File: src/rtl/rtp_collect_pkg.sv
// Shared types and defaults for the RTP result collector.
package rtp_collect_pkg;

  // Run-control states of the collector.
  typedef enum logic [2:0] {
    ST_IDLE  = 3'd0,
    ST_RUN   = 3'd1,
    ST_DRAIN = 3'd2,
    ST_DONE  = 3'd3,
    ST_TMO   = 3'd4
  } rtp_state_e;

  localparam int DEF_NUM_CH = 2;
  localparam int DEF_DATA_W = 32;
  localparam int DEF_ID_W   = 32;
  localparam int DEF_DEPTH  = 8;

  // Result-entry layout in the default configuration; the collector
  // declares the same field order with its own parameter widths.
  typedef struct packed {
    logic [DEF_DATA_W-1:0] hit_t;
    logic [DEF_ID_W-1:0]   ray_id;
    logic [0:0]            ch;
  } rtp_entry_t;

  // Width of a channel index; at least one bit even for a single channel.
  function automatic int ch_idx_w(input int num_ch);
    return (num_ch > 1) ? $clog2(num_ch) : 1;
  endfunction

endpackage

File: src/rtl/rtp_rr_arbiter.sv
// Round-robin arbiter: grants the first requester at or after the pointer.
module rtp_rr_arbiter #(
  parameter int NUM_CH = 2,
  parameter int IDX_W  = 1
) (
  input  logic              clock,
  input  logic              reset_n,
  input  logic [NUM_CH-1:0] i_req,
  input  logic              i_advance,
  output logic [NUM_CH-1:0] o_grant,
  output logic [IDX_W-1:0]  o_grant_idx
);

  logic [IDX_W-1:0] r_ptr;
  logic [IDX_W-1:0] w_idx;
  logic [IDX_W-1:0] w_ptr_nxt;
  logic             w_found;

  // Scan requesters starting at the pointer and grant the first one.
  always_comb begin
    o_grant     = '0;
    o_grant_idx = '0;
    w_found     = 1'b0;
    w_idx       = '0;
    for (int k = 0; k < NUM_CH; k++) begin
      w_idx = IDX_W'((int'(r_ptr) + k) % NUM_CH);
      if (!w_found && i_req[w_idx]) begin
        w_found        = 1'b1;
        o_grant[w_idx] = 1'b1;
        o_grant_idx    = w_idx;
      end else begin
        w_found = w_found;
      end
    end
  end

  assign w_ptr_nxt = (o_grant_idx == IDX_W'(NUM_CH - 1)) ? '0 : o_grant_idx + IDX_W'(1);

  // Pointer moves past the winner only when a transfer actually happens.
  always_ff @(posedge clock or negedge reset_n) begin
    if (!reset_n) begin
      r_ptr <= '0;
    end else if (i_advance) begin
      r_ptr <= w_ptr_nxt;
    end
  end

endmodule

File: src/rtl/rtp_result_collector.sv
// Collects results from several RTP channels into one ordered stream and
// tracks run status (cycle budget, completion, result count).
module rtp_result_collector
  import rtp_collect_pkg::*;
#(
  parameter int NUM_CH = DEF_NUM_CH,
  parameter int DATA_W = DEF_DATA_W,
  parameter int ID_W   = DEF_ID_W,
  parameter int DEPTH  = DEF_DEPTH
) (
  input  logic                        clock,
  input  logic                        reset_n,
  input  logic                        start,
  input  logic [31:0]                 timeout_limit,
  input  logic [NUM_CH-1:0]           ch_valid,
  input  logic [NUM_CH*DATA_W-1:0]    ch_hitT,
  input  logic [NUM_CH*ID_W-1:0]      ch_ray_id,
  input  logic [NUM_CH-1:0]           ch_finish,
  output logic [NUM_CH-1:0]           ch_ready,
  output logic                        out_valid,
  input  logic                        out_ready,
  output logic [DATA_W-1:0]           out_hitT,
  output logic [ID_W-1:0]             out_ray_id,
  output logic [ch_idx_w(NUM_CH)-1:0] out_ch,
  output logic                        busy,
  output logic                        done,
  output logic                        timeout,
  output logic [63:0]                 cycle_count,
  output logic [31:0]                 result_count
);

  localparam int CH_W = ch_idx_w(NUM_CH);
  localparam int AW   = $clog2(DEPTH);

  typedef struct packed {
    logic [DATA_W-1:0] hit_t;
    logic [ID_W-1:0]   ray_id;
    logic [CH_W-1:0]   ch;
  } entry_t;

  rtp_state_e        r_state;
  rtp_state_e        w_state_nxt;
  logic [NUM_CH-1:0] r_fin;
  entry_t            r_mem [DEPTH];
  logic [AW:0]       r_wr;
  logic [AW:0]       r_rd;
  logic [AW:0]       w_wr_nxt;
  logic [AW:0]       w_rd_nxt;
  logic [AW:0]       w_cnt;
  logic [AW:0]       w_cnt_nxt;
  logic              w_full;
  logic              w_flush;
  logic              w_push;
  logic              w_pop;
  logic              w_tmo_hit;
  logic              w_counting;
  logic [NUM_CH-1:0] w_req;
  logic [NUM_CH-1:0] w_grant;
  logic [CH_W-1:0]   w_gidx;
  entry_t            w_push_entry;
  entry_t            w_head;
  logic              r_out_valid;
  entry_t            r_out;
  logic              r_busy;
  logic              r_done;
  logic              r_tmo;
  logic [63:0]       r_cycles;
  logic [31:0]       r_results;

  // Occupancy uses one extra pointer bit so full and empty are distinct.
  assign w_cnt  = r_wr - r_rd;
  assign w_full = (w_cnt == (AW+1)'(DEPTH));

  // A start outside an active run restarts everything and flushes the queue.
  assign w_flush = start && ((r_state == ST_IDLE) || (r_state == ST_DONE) || (r_state == ST_TMO));

  // Channels are only offered to the arbiter while running with space left;
  // a pop in the same cycle deliberately does not free a slot early.
  assign w_req  = ((r_state == ST_RUN) && !w_full) ? ch_valid : '0;
  assign w_push = |w_grant;
  assign w_pop  = r_out_valid && out_ready && !w_flush;

  rtp_rr_arbiter #(
    .NUM_CH (NUM_CH),
    .IDX_W  (CH_W)
  ) u_arb (
    .clock       (clock),
    .reset_n     (reset_n),
    .i_req       (w_req),
    .i_advance   (w_push),
    .o_grant     (w_grant),
    .o_grant_idx (w_gidx)
  );

  assign w_push_entry.hit_t  = ch_hitT[int'(w_gidx)*DATA_W +: DATA_W];
  assign w_push_entry.ray_id = ch_ray_id[int'(w_gidx)*ID_W +: ID_W];
  assign w_push_entry.ch     = w_gidx;

  assign w_tmo_hit  = (timeout_limit != 32'd0) && (r_cycles >= {32'd0, timeout_limit});
  assign w_counting = ((r_state == ST_RUN) || (r_state == ST_DRAIN)) &&
                      ((w_state_nxt == ST_RUN) || (w_state_nxt == ST_DRAIN));

  // Next-state decision; timeout outranks finishing in the same cycle.
  always_comb begin
    w_state_nxt = r_state;
    case (r_state)
      ST_IDLE, ST_DONE, ST_TMO: begin
        if (start) begin
          w_state_nxt = ST_RUN;
        end else begin
          w_state_nxt = r_state;
        end
      end
      ST_RUN: begin
        if (w_tmo_hit) begin
          w_state_nxt = ST_TMO;
        end else if ((&r_fin) && (ch_valid == '0)) begin
          w_state_nxt = ST_DRAIN;
        end else begin
          w_state_nxt = ST_RUN;
        end
      end
      ST_DRAIN: begin
        if (w_tmo_hit) begin
          w_state_nxt = ST_TMO;
        end else if (w_cnt == '0) begin
          w_state_nxt = ST_DONE;
        end else begin
          w_state_nxt = ST_DRAIN;
        end
      end
      default: w_state_nxt = ST_IDLE;
    endcase
  end

  // Queue pointers after this edge and the entry that will sit at the head.
  // A push lands on the head slot only when it goes into an otherwise
  // empty queue, in which case the pushed data is forwarded.
  assign w_rd_nxt  = w_flush ? '0 : r_rd + (AW+1)'(w_pop);
  assign w_wr_nxt  = w_flush ? '0 : r_wr + (AW+1)'(w_push);
  assign w_cnt_nxt = w_wr_nxt - w_rd_nxt;
  assign w_head    = (w_push && (r_wr[AW-1:0] == w_rd_nxt[AW-1:0])) ?
                     w_push_entry : r_mem[w_rd_nxt[AW-1:0]];

  // State register and status flags decoded from the next state.
  always_ff @(posedge clock or negedge reset_n) begin
    if (!reset_n) begin
      r_state <= ST_IDLE;
      r_busy  <= 1'b0;
      r_done  <= 1'b0;
      r_tmo   <= 1'b0;
    end else begin
      r_state <= w_state_nxt;
      r_busy  <= (w_state_nxt == ST_RUN) || (w_state_nxt == ST_DRAIN);
      r_done  <= (w_state_nxt == ST_DONE);
      r_tmo   <= (w_state_nxt == ST_TMO);
    end
  end

  // Storage array; contents are only meaningful between the pointers.
  always_ff @(posedge clock) begin
    if (w_push) begin
      r_mem[r_wr[AW-1:0]] <= w_push_entry;
    end
  end

  // Queue pointers and the registered head presented on the output stream.
  always_ff @(posedge clock or negedge reset_n) begin
    if (!reset_n) begin
      r_wr        <= '0;
      r_rd        <= '0;
      r_out_valid <= 1'b0;
      r_out       <= '0;
    end else begin
      r_wr        <= w_wr_nxt;
      r_rd        <= w_rd_nxt;
      r_out_valid <= (w_cnt_nxt != '0);
      if (w_cnt_nxt != '0) begin
        r_out <= w_head;
      end
    end
  end

  // Run counters and sticky per-channel finish flags.
  always_ff @(posedge clock or negedge reset_n) begin
    if (!reset_n) begin
      r_cycles  <= '0;
      r_results <= '0;
      r_fin     <= '0;
    end else if (w_flush) begin
      r_cycles  <= '0;
      r_results <= '0;
      r_fin     <= '0;
    end else begin
      if (w_counting && (r_cycles != '1)) begin
        r_cycles <= r_cycles + 64'd1;
      end
      if (w_push && (r_results != '1)) begin
        r_results <= r_results + 32'd1;
      end
      if (r_state == ST_RUN) begin
        r_fin <= r_fin | ch_finish;
      end
    end
  end

  assign ch_ready     = w_grant;
  assign out_valid    = r_out_valid;
  assign out_hitT     = r_out.hit_t;
  assign out_ray_id   = r_out.ray_id;
  assign out_ch       = r_out.ch;
  assign busy         = r_busy;
  assign done         = r_done;
  assign timeout      = r_tmo;
  assign cycle_count  = r_cycles;
  assign result_count = r_results;

endmodule

File: config.mk
export PLATFORM = sky130hd
export DESIGN_NAME = rtp_result_collector
export DESIGN_NICKNAME = d
export VERILOG_FILES = /design/src/rtl/rtp_collect_pkg.sv /design/src/rtl/rtp_rr_arbiter.sv /design/src/rtl/rtp_result_collector.sv
export SDC_FILE = /design/constraint.sdc
export NUM_CORES = 1
export LEC_CHECK = 0
export CORE_MARGIN = 1
export CORE_UTILIZATION = 61
export CTS_CLUSTER_DIAMETER = 120
export CTS_CLUSTER_SIZE = 10
export DETAILED_ROUTE_END_ITERATION = 8
export PLACE_DENSITY = 0.86
export SETUP_SLACK_MARGIN = 0.5
export SYNTH_ARGS = -nofsm -noshare
export SYNTH_HDL_FRONTEND = slang
export SYNTH_SLANG_ARGS = --single-unit
export TNS_END_PERCENT = 100
File: constraint.sdc
create_clock -name clock -period 14.99 [get_ports clock]
set_input_delay 2.998 -clock clock [delete_from_list [all_inputs] [get_ports clock]]
set_output_delay 2.998 -clock clock [all_outputs]
set_load 0.01 [all_outputs]
# After elaboration in Yosys (flattened, before gate mapping)
# Memory sizes are Yosys's and may differ from the RTL's. A register that Yosys moved wholly into a read port is not among the register bits.
# Cells that the tools add are included.
# op_classes
n_lt_le_gt_ge	5
shifts	2
eq_ne	11
n_mul	0
n_reduce_logical	31
muxes	31
div_mod_pow	0
add_sub_neg	8
bitwise_logic	2
# ops
cell	n
64-bit 2-to-1 mux	2
64-bit by 7-bit indexed part select with 32-bit output	2
64-bit by 1-bit adder with 64-bit output, second input constant	1
64-bit by 32-bit greater-or-equal comparator with 1-bit output	1
32-bit 2-to-1 mux	2
64-bit inequality test, second input constant	1
32-bit by 1-bit adder with 32-bit output, second input constant	1
32-bit inequality test, second input constant	1
32-bit nonzero test	1
1-bit 2-to-1 mux	13
3-bit by 2-bit == test with 1-bit output, second input constant	4
1-bit logical AND	12
2-bit 2-to-1 mux	6
3-bit 2-to-1 mux	3
3-bit case mux with 3 select lines	1
4-bit by 1-bit adder with 4-bit output	2
4-bit 2-to-1 mux	2
4-bit subtractor	2
3-bit by 1-bit == test with 1-bit output, second input constant	2
3-bit == test, second input constant	2
2-bit nonzero test	3
4-bit == test, second input constant	1
1-bit zero test	4
4-bit zero test	1
12 further kinds	20
# word_totals
output_inout_bits	167
rom_bits	0
ramBits	520
latchBits	0
n_memories	1
reg_bits	114
# memory_table
name	depth	width	rd	rd_ports_with_merged_regs	wr	line	rtl
r_mem	8	65	1	1	1	rtp_result_collector.sv:44	entry_t r_mem [DEPTH];

# Longest topological paths before layout
# depth
depth_word	16
ltp_mapped	20
depth_no_buf	17

# Modules after synthesis
# Synthesis repeated with hierarchy kept, for this count alone.
# hier_totals
cells_unflattened	2450
area_unflattened_um2	30434.2
# by_module_without_submodules
module	seq_area_each_um2	instances	area_per_inst_um2	cells_each
rtp_result_collector	20069.2	1	30350.4	2443
rtp_rr_arbiter	25.0	1	83.8	7

# Least setup slack after synthesis
# Ideal clock, no wire load.
# synth_timing
path_kind	input-to-reg
start	input port ch_valid[0]
end	memory r_mem[6][0] (netlist name) (enable)
path_slack_ns	6.007
stages	5
required_ns	14.409
t_arrival_ns	8.402
path_buffers	0
path_cell_list	or2_2 o311ai_0 inv_1 nand2_1 nor3b_1
# synth_via
elab_chain_len	10
word_cells_on_any_way	14
# synth_rtl
item	line	rtl
start: declaration	rtp_result_collector.sv:15	input logic [NUM_CH-1:0] ch_valid,
2-bit 2-to-1 mux (*)	rtp_result_collector.sv:79	assign w_req = ((r_state == ST_RUN) && !w_full) ? ch_valid : '0;
1-bit 2-to-1 mux (implied by the code) (2 in a row)	rtp_rr_arbiter.sv:27	if (!w_found && i_req[w_idx]) begin
1-bit 2-to-1 mux	rtp_rr_arbiter.sv:27	
1-bit zero test	rtp_rr_arbiter.sv:27	
1-bit logical AND	rtp_rr_arbiter.sv:27	
2-bit 2-to-1 mux (*)	rtp_rr_arbiter.sv:27	
2-bit OR reduction (*)	rtp_result_collector.sv:80	assign w_push = |w_grant;
named net u_arb.i_advance	rtp_rr_arbiter.sv:9	input logic i_advance,
1-bit 2-to-1 mux (*)	rtp_result_collector.sv:162	if (w_push) begin
1-bit 2-to-1 mux (implied by the code) (*)	rtp_result_collector.sv:163	r_mem[r_wr[AW-1:0]] <= w_push_entry;
end: declaration	rtp_result_collector.sv:44	
# The timed path passes the listed nets; every way through them passes the cells marked *. The select of a mux whose other input is x is not followed.

# Worst setup path in the final report
# layout_timing
start	input port start
end	register, netlist name out_hitT[14]
# layout_via
elab_chain_len	7
word_cells_on_any_way	8
# layout_rtl
item	line	rtl
start: declaration	rtp_result_collector.sv:13	input logic start,
1-bit logical AND (*)	rtp_result_collector.sv:75	assign w_flush = start && ((r_state == ST_IDLE) || (r_state == ST_DONE) || (r_state == ST_TMO));
1-bit zero test	rtp_result_collector.sv:81	assign w_pop = r_out_valid && out_ready && !w_flush;
1-bit logical AND	rtp_result_collector.sv:81	
4-bit by 1-bit adder with 4-bit output	rtp_result_collector.sv:139	assign w_rd_nxt = w_flush ? '0 : r_rd + (AW+1)'(w_pop);
4-bit 2-to-1 mux	rtp_result_collector.sv:139	
4-bit subtractor	rtp_result_collector.sv:141	assign w_cnt_nxt = w_wr_nxt - w_rd_nxt;
4-bit nonzero test	rtp_result_collector.sv:178	if (w_cnt_nxt != '0) begin
# Mark *: on every way between the ends. The rest lies on a longest branch, timed or not.
# A chain may end at the register's enable or synchronous reset.

==> reports/metrics.yaml <==
status: "finished, final reports clean"
start_util_pct: 62.2
hpwl_um: 44300
grt_antenna_before_repair: 0
grt_pass1_wl_um: 124000
synthCells: 2486
gp_congestion: 0.905
crit_chain: "clkdlybuf4s50_1 > o21ai_2 > and3_1 > ha_1 > ha_1 > xor2_1 > nand2_4 > buf_4 > inv_4 > buf_4 > o221ai_1 > nand3_1 > o211ai_1 > a31oi_1"
setup_viol_count_final: 0
cts_max_path_buffers: 3
fin_crit_ps: 7450
synth_seq_area_share_pct: 65.7
drc: 0
cpPeakStageDelay_ps: 740
detailed_place.area_sq_mm: 0.0344
p_per_area_mw_per_mm2: 219
io_buffers: 334
die-area_sq_mm: 0.0510
syn_nets: 2698
maxCapViolCount: 0
required_ps: 15500
crit_start: "start"
final_net_count: 2976
grt_pass1_vias: 22800
cts_htree_levels: 3
crit_slowest_cell: "buf_4"
wl_um: 80400
rr_startpoint: "r_wr[1]"
relSlewSlack_pct: 21.2
antennaDiodeCount: 0
antenna_left: 0
end_kind: "flop"
worstRegToRegCells: 16
cp-start-kind: "input pin"
drv_slew: 0
ir_worst_vdd_uv: 248
vias: 22800
r2r_slack_ps: 9450
core_sq_mm: 0.0492
synthDistinctLibCells: 64
cts_root_buf: "clkbuf_16"
critPathKind: "input pin to flop"
cp.depth: 14
static-leakage-power_nw: 13.0
drive_gt1_share_pct: 7.60
endpoint: "out_hitT[14]"
fmax_mhz: 134
synth-adder-area-share_pct: 1.80
synth_top_family_by_area: "simple AND/OR/NAND/NOR gates"
syn-cell-area_sq_mm: 0.0306
rsz0062_at_grt: "no"
path_buf_inv: 4
synth-edff-count: 520
muxShareOfSynthArea_pct: 2.53
skew_ps: 34.5
postCtsHoldBufs: 0
synth_compound_area_share_pct: 11.3
avgSynthCellArea_sq_um: 12.3
ys.flop_type: "edfxtp_1"
stdcell_area_sq_mm: 0.0367
wire_per_inst_um: 23.1
die_h_um: 226
synthToLayoutAreaGrowth_pct: 20.2
io_pins: 335
fin_crit_sh_pct: 49.7
cts_inserted_buffers: 79
grt_overflow: 0
yosysWarnings: 0
setup-tns-final_ps: 0
ys_async_sr_fraction_pct: 25.6
grt_usage_pct: 31.5
cts_setup_buffers: 0
die_x_um: 226
worst_slew_pin_slew_ps: 1170
synthSimpleGateAreaFrac_pct: 14.5
cp.arrival_ps: 7960
cts_sinks: 699
hold_class: "flop to flop"
reg2reg_to: "out_hitT[14]"
crit_fanout: 68
dr.pass1.iters: 8
synth_seq_cells: 699
hold_path.startpoint: "r_fin[0]"
clk_latency_ps: 630
cts_resized: 0
tritoncts: "yes"
hold_viol: 0
via_per_inst: 6.56
num_rows: 81
grt_max_degree: 102
path_clk_slew_ps: 60
drtIter0Drc: 2961
power_mw: 8.04
path_delay_family: "buffers and inverters"
synth_xor_area_share_pct: 1.26
==> area by class of cell <==
| type | instances | area [sq um] |
|---|---|---|
| Clock buffer | 131 | 2260 |
| Timing Repair Buffer | 358 | 3530 |
| Sequential cell | 699 | 20100 |
| Inverter | 66 | 260 |
| Fill cell | 2914 | 12400 |
| Multi-Input combinational cell | 1560 | 9690 |
| Tap cell | 664 | 831 |
| Clock inverter | 3 | 76.3 |
==> flip-flops by register name, summed over array words and instances (netlist names) <==
register,flops
out_hitT,32
u_arb.r_ptr,1
r_rd,4
out_ch,1
r_wr,4
out_valid,1
r_state,3
r_fin,2
busy,1
r_mem,520
timeout,1
cycle_count,64
done,1
result_count,32
out_ray_id,32
==> where the power goes <==
part	switching, mW	internal (mW)	leakage (nW)	total [mW]
registers	0.168	2.62	7.01	2.78
clock network	0.741	1.02	1.11	1.76
logic	2.28	1.21	4.83	3.49
total	3.19	4.85	13.0	8.04
==> cell usage after synthesis, types with 3 or more instances <==
library cell  number  area, sq um
or3_1             40          250
or4_1              9         67.6
o21ai_0           46          230
a41o_1             3         30.0
buf_1              4         15.0
o21a_1             3         22.5
and2_1             8         50.1
a31o_2             7         61.3
edfxtp_1         520        15600
nand2_1          338         1270
xnor2_1           26          228
ha_1              44          551
buf_6              3         33.8
o31ai_1            8         60.1
or2_2              5         31.3
buf_2              5         25.0
a21oi_1           75          375
nand2b_1          72          450
a21o_1             6         45.0
and3_1            79          494
nand3_1          112          561
dfrtp_1          179         4480
nor3_1            18         90.1
nor3b_1            3         22.5
clkbuf_1         149          559
o221ai_1         128         1120
nor4_1            27          169
mux2_2            65          732
o31a_1             3         26.3
inv_1             64          240
a31oi_1          133          832
xor2_1            18          158
nand4_1           28          175
o211ai_1          66          495
nor2_1           139          522
and4_1            16          140
==> worst min-delay path by stage <==
stage,endpoint,cells past startpoint,slack [ps]
6_report,r_fin[0],1,520
5_1_grt,r_fin[0],1,540
4_1_cts,r_fin[0],1,520
3_5_place_dp,r_fin[0],1,500
3_3_place_gp,r_fin[0],1,490
2_1_floorplan,r_fin[0],1,470
==> placed cells by master, fill, tap and decap left out, drive strengths merged, types with 24 or more instances in the layout <==
master,netlist,final
inv,64,66
o221ai,128,128
mux2,65,65
nand3,112,112
nor4,28,28
clkbuf,149,132
o211ai,66,66
a31oi,133,133
nand2,338,338
xnor2,26,26
a21oi,75,75
edfxtp,520,520
nand2b,72,72
nand4,29,29
dfrtp,179,179
and3,79,79
buf,12,24
nor2,139,139
o21ai,48,48
or3,41,41
ha,44,44
clkdlybuf4s50,0,333
==> kinds of logic after synthesis <==
family,Yosys count
and+or+nand+nor,907
DFF,699
AOI/OAI and AO/OA,497
buffers and inverters,227
muxes,68
xor gates and xnor gates,44
adders and majority gates,44
==> layer usage <==
metal  vias up  wire (um)  GRT usage (%)
met5         -          0              0
met4         0       2700           13.5
met3       228       9030           6.04
met2      1520      39100           51.3
met1     11100      29500           41.5
li1       9992          -              -
==> through the flow <==
stage / hold WS (ps) / setup slack (ps) / util (%) / instances
2_1_floorplan: 473 / 6010 / - / 2486
3_3_place_gp: 490 / 7270 / 70.0 / 3347
3_5_place_dp: 501 / 7120 / 70.0 / 3347
4_1_cts: 517 / 7530 / 74.7 / 3481
5_1_grt: 543 / 7340 / 74.7 / 3481
6_report: 519 / 7540 / 74.7 / 3481
No activity file was read; power rests on OpenSTA's default activity.
